### src/rtl/pipe_ctrl_pkg.sv
// Shared types and constants for the pipeline stall/flush controller.
package pipe_ctrl_pkg;

  typedef enum logic {
    ST_RUN  = 1'b0,
    ST_DROP = 1'b1
  } state_e;

  // Pipeline register indices, oldest-fetch first.
  localparam int unsigned PC         = 0;
  localparam int unsigned PF_IF      = 1;
  localparam int unsigned IF_ID      = 2;
  localparam int unsigned ID_EX      = 3;
  localparam int unsigned EX_MEM1    = 4;
  localparam int unsigned MEM1_MEM2  = 5;
  localparam int unsigned MEM2_WB    = 6;
  localparam int unsigned NUM_STAGES = 7;

  localparam int unsigned DIV_CYCLES_DEF = 33;

endpackage

### src/rtl/pipe_ctrl_div_busy_cnt.sv
// Divider occupancy counter: loads on an accepted start, counts down to zero.
module div_busy_cnt
  import pipe_ctrl_pkg::*;
#(
  parameter int unsigned DIV_CYCLES = DIV_CYCLES_DEF,
  parameter int unsigned CNT_W      = 6
) (
  input  logic clk,
  input  logic rst,
  input  logic start_i,
  input  logic clear_i,
  output logic busy_o
);

  localparam logic [CNT_W-1:0] LoadVal = CNT_W'(DIV_CYCLES - 1);

  logic [CNT_W-1:0] cnt_q, cnt_d;
  logic             idle;

  always_comb begin
    idle   = (cnt_q == '0);
    // A start seen while already counting is ignored; busy covers the accept cycle.
    busy_o = ~idle | start_i;
    if (clear_i) begin
      cnt_d = '0;
    end else if (start_i && idle) begin
      cnt_d = LoadVal;
    end else if (idle) begin
      cnt_d = '0;
    end else begin
      cnt_d = cnt_q - 1'b1;
    end
  end

  always_ff @(posedge clk or posedge rst) begin
    if (rst) begin
      cnt_q <= '0;
    end else begin
      cnt_q <= cnt_d;
    end
  end

endmodule

### src/rtl/pipe_ctrl.sv
// Central stall/flush controller for the 7-register pipeline, with divider
// occupancy tracking and an icache drop state for refills made stale by a redirect.
module pipe_ctrl
  import pipe_ctrl_pkg::*;
#(
  parameter int unsigned DIV_CYCLES = DIV_CYCLES_DEF,
  parameter int unsigned CNT_W      = 6
) (
  input  logic clk,
  input  logic rst,
  input  logic icache_stall,
  input  logic load_use,
  input  logic div_start,
  input  logic bp_flush,
  input  logic exc_flush,
  input  logic dcache_stall,
  output logic pc_wr,
  output logic pf_if_wr,
  output logic if_id_wr,
  output logic id_ex_wr,
  output logic ex_mem1_wr,
  output logic mem1_mem2_wr,
  output logic mem2_wb_wr,
  output logic pf_if_flush,
  output logic if_flush,
  output logic id_flush,
  output logic ex_flush,
  output logic mem1_flush,
  output logic mem2_flush,
  output logic redir_exc,
  output logic redir_bp,
  output logic div_busy
);

  state_e                  state_q, state_d;
  logic [NUM_STAGES-1:0]   wr;
  logic [NUM_STAGES-1:1]   fl;
  logic                    busy, exc_take, bp_take;

  div_busy_cnt #(
    .DIV_CYCLES (DIV_CYCLES),
    .CNT_W      (CNT_W)
  ) u_div_cnt (
    .clk     (clk),
    .rst     (rst),
    .start_i (div_start),
    .clear_i (exc_take),
    .busy_o  (busy)
  );

  always_comb begin
    wr        = '1;
    fl        = '0;
    redir_exc = 1'b0;
    redir_bp  = 1'b0;
    exc_take  = exc_flush & ~dcache_stall;
    bp_take   = bp_flush & ~dcache_stall & ~exc_flush & ~busy;

    if (dcache_stall) begin
      wr          = '0;
      fl[MEM2_WB] = 1'b1;
    end else if (exc_flush) begin
      redir_exc             = 1'b1;
      fl[MEM1_MEM2:PF_IF]   = '1;
    end else if (busy) begin
      wr[ID_EX:PC] = '0;
      fl[EX_MEM1]  = 1'b1;
    end else if (bp_flush) begin
      redir_bp   = 1'b1;
      fl[PF_IF]  = 1'b1;
      fl[IF_ID]  = 1'b1;
    end else if (load_use) begin
      wr[IF_ID:PC] = '0;
      fl[ID_EX]    = 1'b1;
    end else if (icache_stall) begin
      wr[PF_IF:PC] = '0;
      fl[IF_ID]    = 1'b1;
    end

    // Discard the stale refill; only bubble IF_ID when it is actually advancing.
    if (state_q == ST_DROP) begin
      wr[PC]    = exc_take | bp_take;
      wr[PF_IF] = 1'b0;
      fl[IF_ID] = fl[IF_ID] | wr[IF_ID];
    end

    unique case (state_q)
      ST_RUN:  state_d = ((exc_take | bp_take) && icache_stall) ? ST_DROP : ST_RUN;
      ST_DROP: state_d = icache_stall ? ST_DROP : ST_RUN;
      default: state_d = ST_RUN;
    endcase

    if (rst) begin
      wr        = '0;
      fl        = '1;
      redir_exc = 1'b0;
      redir_bp  = 1'b0;
    end
  end

  always_ff @(posedge clk or posedge rst) begin
    if (rst) begin
      state_q <= ST_RUN;
    end else begin
      state_q <= state_d;
    end
  end

  assign pc_wr        = wr[PC];
  assign pf_if_wr     = wr[PF_IF];
  assign if_id_wr     = wr[IF_ID];
  assign id_ex_wr     = wr[ID_EX];
  assign ex_mem1_wr   = wr[EX_MEM1];
  assign mem1_mem2_wr = wr[MEM1_MEM2];
  assign mem2_wb_wr   = wr[MEM2_WB];
  assign pf_if_flush  = fl[PF_IF];
  assign if_flush     = fl[IF_ID];
  assign id_flush     = fl[ID_EX];
  assign ex_flush     = fl[EX_MEM1];
  assign mem1_flush   = fl[MEM1_MEM2];
  assign mem2_flush   = fl[MEM2_WB];
  assign div_busy     = busy & ~rst;

endmodule

### config.mk
export PLATFORM = sky130hd
export DESIGN_NAME = pipe_ctrl
export DESIGN_NICKNAME = d
export VERILOG_FILES = /design/src/rtl/pipe_ctrl_pkg.sv /design/src/rtl/pipe_ctrl_div_busy_cnt.sv /design/src/rtl/pipe_ctrl.sv
export SDC_FILE = /design/constraint.sdc
export NUM_CORES = 1
export LEC_CHECK = 0
export BUFFER_PORTS_ARGS = -buffer_cell sky130_fd_sc_hd__buf_2
export CORE_MARGIN = 3
export CORE_UTILIZATION = 37
export DETAILED_ROUTE_END_ITERATION = 10
export PLACE_DENSITY = 0.77
export RECOVER_POWER = 25
export SLEW_MARGIN = 5
export SYNTH_ARGS = -nofsm -noshare
export SYNTH_HDL_FRONTEND = slang
export SYNTH_SLANG_ARGS = --single-unit
### constraint.sdc
create_clock -name clk -period 3.3 [get_ports clk]
set_clock_uncertainty 0.2 [all_clocks]
set_input_delay 0.66 -clock clk [delete_from_list [all_inputs] [get_ports clk]]
set_output_delay 0.66 -clock clk [all_outputs]
set_load 0.01 [all_outputs]
==> flow_summary_export.csv <==
group,metric,value,unit
status,status,"finished, final reports clean",
critical_path,crit_family,"simple AND/OR/NAND/NOR gates",
cts,numCtsBuffers,3,
timing,rsz0062_at_grt,"false",
floorplanning,io_pins,24,
critical_path,critPathRequiredTime,2440,ps
cts,cts_tree,"built",
critical_path,critPathKind,"flop to output port",
critical_path,path_cells,"inv_1 > ha_1 > nor3b_1 > a21oi_1 > nor4_1 > buf_2",
yosys,synth_edf_count,0,
power_and_ir_drop,ir_worst_vdd,0.4230,mV
critical_path,worstRegToRegCells,3,
drt,drt-total-wl,1213,um
timing,tightest_slew,557.4,ps
layout,area_delta_synth_final,26.29,%
power_and_ir_drop,p_per_area,677.8,nW/um2
grt,gr-total-overflow,0,
yosys,synth_area,533.0,um2
grt,grt_pass1_vias,522,
floorplanning,die_height,43.96,um
critical_path,cp_max_fo,4,
yosys,synthFlopType,"dfrtp_1",
layout,antenna_cells,0,
cts,clockBufferDepth,2,
placement,place.gp.congestion,0.9016,
timing,drv_slew,0,
grt,grt_max_degree,11,
cts,cts_resized,0,
yosys,netlist.area_leader.share,32.86,%
floorplanning,placementRows,13,
power_and_ir_drop,p_leak,0.3376,nW
critical_path,cp.arrival,1940,ps
timing,fin_setup_tns,0,ps
yosys,async_flop_share,100.0,%
critical_path,slowest_stage,"dfrtp_1",
yosys,synth_top_area_cell,"dfrtp_1",
placement,io_buffers,23,
grt,antenna_found_initial,0,
hold_path,hold_path.class,"input port to async pin",
cts,cts_root_buf,"clkbuf_4",
floorplanning,start_util,39.96,%
critical_path,slowest_delay,390,ps
layout,drive_gt1_share,27.66,%
floorplanning,die_w,43.96,um
critical_path,end_kind,"output port",
power_and_ir_drop,total_power,0.4563,mW
yosys,syn_nets,80,
critical_path,path_depth,6,
layout,layout.nets,105,
job,max_cap_viol_count,0,
timing,fin_crit,2797,ps
floorplanning,core,1334,um2
drt,drc,0,
timing,finalCritPeriodShare,84.75,%
drt,firstDrtPassIters,4,
timing,hold_viol,0,
floorplanning,die-area,1932,um2
yosys,syn_inst,70,
yosys,syn_area_per_cell,7.614,um2
yosys,ys_ff_latch,7,
timing,finalSetupViolations,0,
cts,clk_pin_slew,50,ps
yosys,synth.distinct_cells,24,
grt,grtUsageTotal,14.14,%
critical_path,path_buf_inv,2,
critical_path,start_kind,"flop",
yosys,synthTopCellsByArea,"dfrtp_1 (33%), nor2_1 (8.5%), nor3_1 (7.5%)",
cts,holdBufCountCts,0,
grt,grt_pass1_wl,2021,um
yosys,yosysWarnings,0,
critical_path,reg2reg_slack,1560,ps
cts,clk_latency,240,ps
timing,clock.fmax,357.6,MHz
yosys,synth_common_cells,"nor2_1 (12), nor3_1 (8), dfrtp_1 (7), inv_1 (7), o21ai_0 (5)",
drt,viasPerCell,5.101,
cts,clkSinkCount,7,
placement,dp_hpwl,967.7,um
drt,wl_per_cell,11.13,um
yosys,synth_most_common_cell,"nor2_1",
drt,ant_nets,0,
drt,via_count,556,
drt,dr.first_iter.drc_count,11,
yosys,ys_seq_area_share,32.86,%
timing,max_slew_margin,62.45,%
cts,post-cts-setup-buffers,0,
cts,h-tree-depth,1,
==> state kept, by name, summed over array words and instances (netlist names) <==
| register | flops |
|---|---|
| state_q | 1 |
| u_div_cnt.cnt_q | 6 |
==> area by class of cell <==
class                           count  area [um2]
Timing Repair Buffer               23       113.9
Inverter                            7       26.28
Clock buffer                        4       26.28
Sequential cell                     7       175.2
Multi-Input combinational cell     53       312.8
Fill cell                         140       660.6
Tap cell                           15       18.77
==> cell usage in the layout (no fill, tap or decap), drive strengths merged <==
master  synthesis  routed
a21oi           4       4
a221oi          1       1
a31oi           1       1
a41o            1       1
and2            1       1
buf             2      22
clkbuf          1       5
dfrtp           7       7
ha              2       2
inv             7       7
nand2           3       3
nand2b          2       2
nand4           1       1
nor2           12      12
nor3            8       8
nor3b           2       2
nor4            2       2
o211a           1       1
o21ai           5       5
o21bai          1       1
or3             2       2
or4             1       1
xnor2           3       3
==> cell families after synthesis <==
family	after synthesis	share of synthesized area (%)
and+or+nand+nor	34	32.63
adders and majority gates	2	4.694
DFF	7	32.86
xor gates and xnor gates	3	4.930
AOI/OAI and AO/OA	14	16.43
buffers and inverters	10	8.450
==> report_power, final <==
| group | switching [mW] | leakage (nW) | internal, mW |
|---|---|---|---|
| clock network | 0.0292 | 0.0150 | 0.0460 |
| logic | 0.122 | 0.234 | 0.105 |
| registers | 0.0326 | 0.0890 | 0.121 |
==> routing by layer <==
metal / GRT usage, % / part of all wire, % / vias up / wire length, um
met1: 17.72 / 46 / 242 / 559
met3: 1.245 / 9.7 / 2 / 118
li1: - / - / 291 / -
met2: 21.80 / 43 / 21 / 526
met5: 0 / 0 / - / 0
met4: 11.45 / 0.66 / 0 / 8
==> path summary, 6_finish.rpt <==
| check | to | startpoint |
|---|---|---|
| hold reg to reg | u_div_cnt.cnt_q[0] | u_div_cnt.cnt_q[0] |
| hold / removal | u_div_cnt.cnt_q[5] | rst |
| setup reg to reg | u_div_cnt.cnt_q[3] | u_div_cnt.cnt_q[2] |
| max in group asynchronous | state_q | rst |
| setup / recovery | pf_if_wr | u_div_cnt.cnt_q[0] |
| min in group clk | u_div_cnt.cnt_q[0] | u_div_cnt.cnt_q[0] |
==> per-stage QoR <==
| step | instance area, um2 | worst slack, ps | hold slack [ps] | util (%) | instances |
|---|---|---|---|---|---|
| after global placement | 648.1 | 767.4 | 267.5 | 48.59 | 105 |
| after global routing | 673.1 | 325.8 | 264.0 | 50.47 | 109 |
| after detailed placement | 648.1 | 726.4 | 264.2 | 48.59 | 105 |
| after CTS | 674.4 | 504.5 | 199.1 | 50.56 | 109 |
| final | 673.1 | 503.3 | 222.2 | 50.47 | 109 |
| after floorplan | 533.0 | 804.3 | 242.7 | - | 70 |
(Power assumes the default switching activity.)
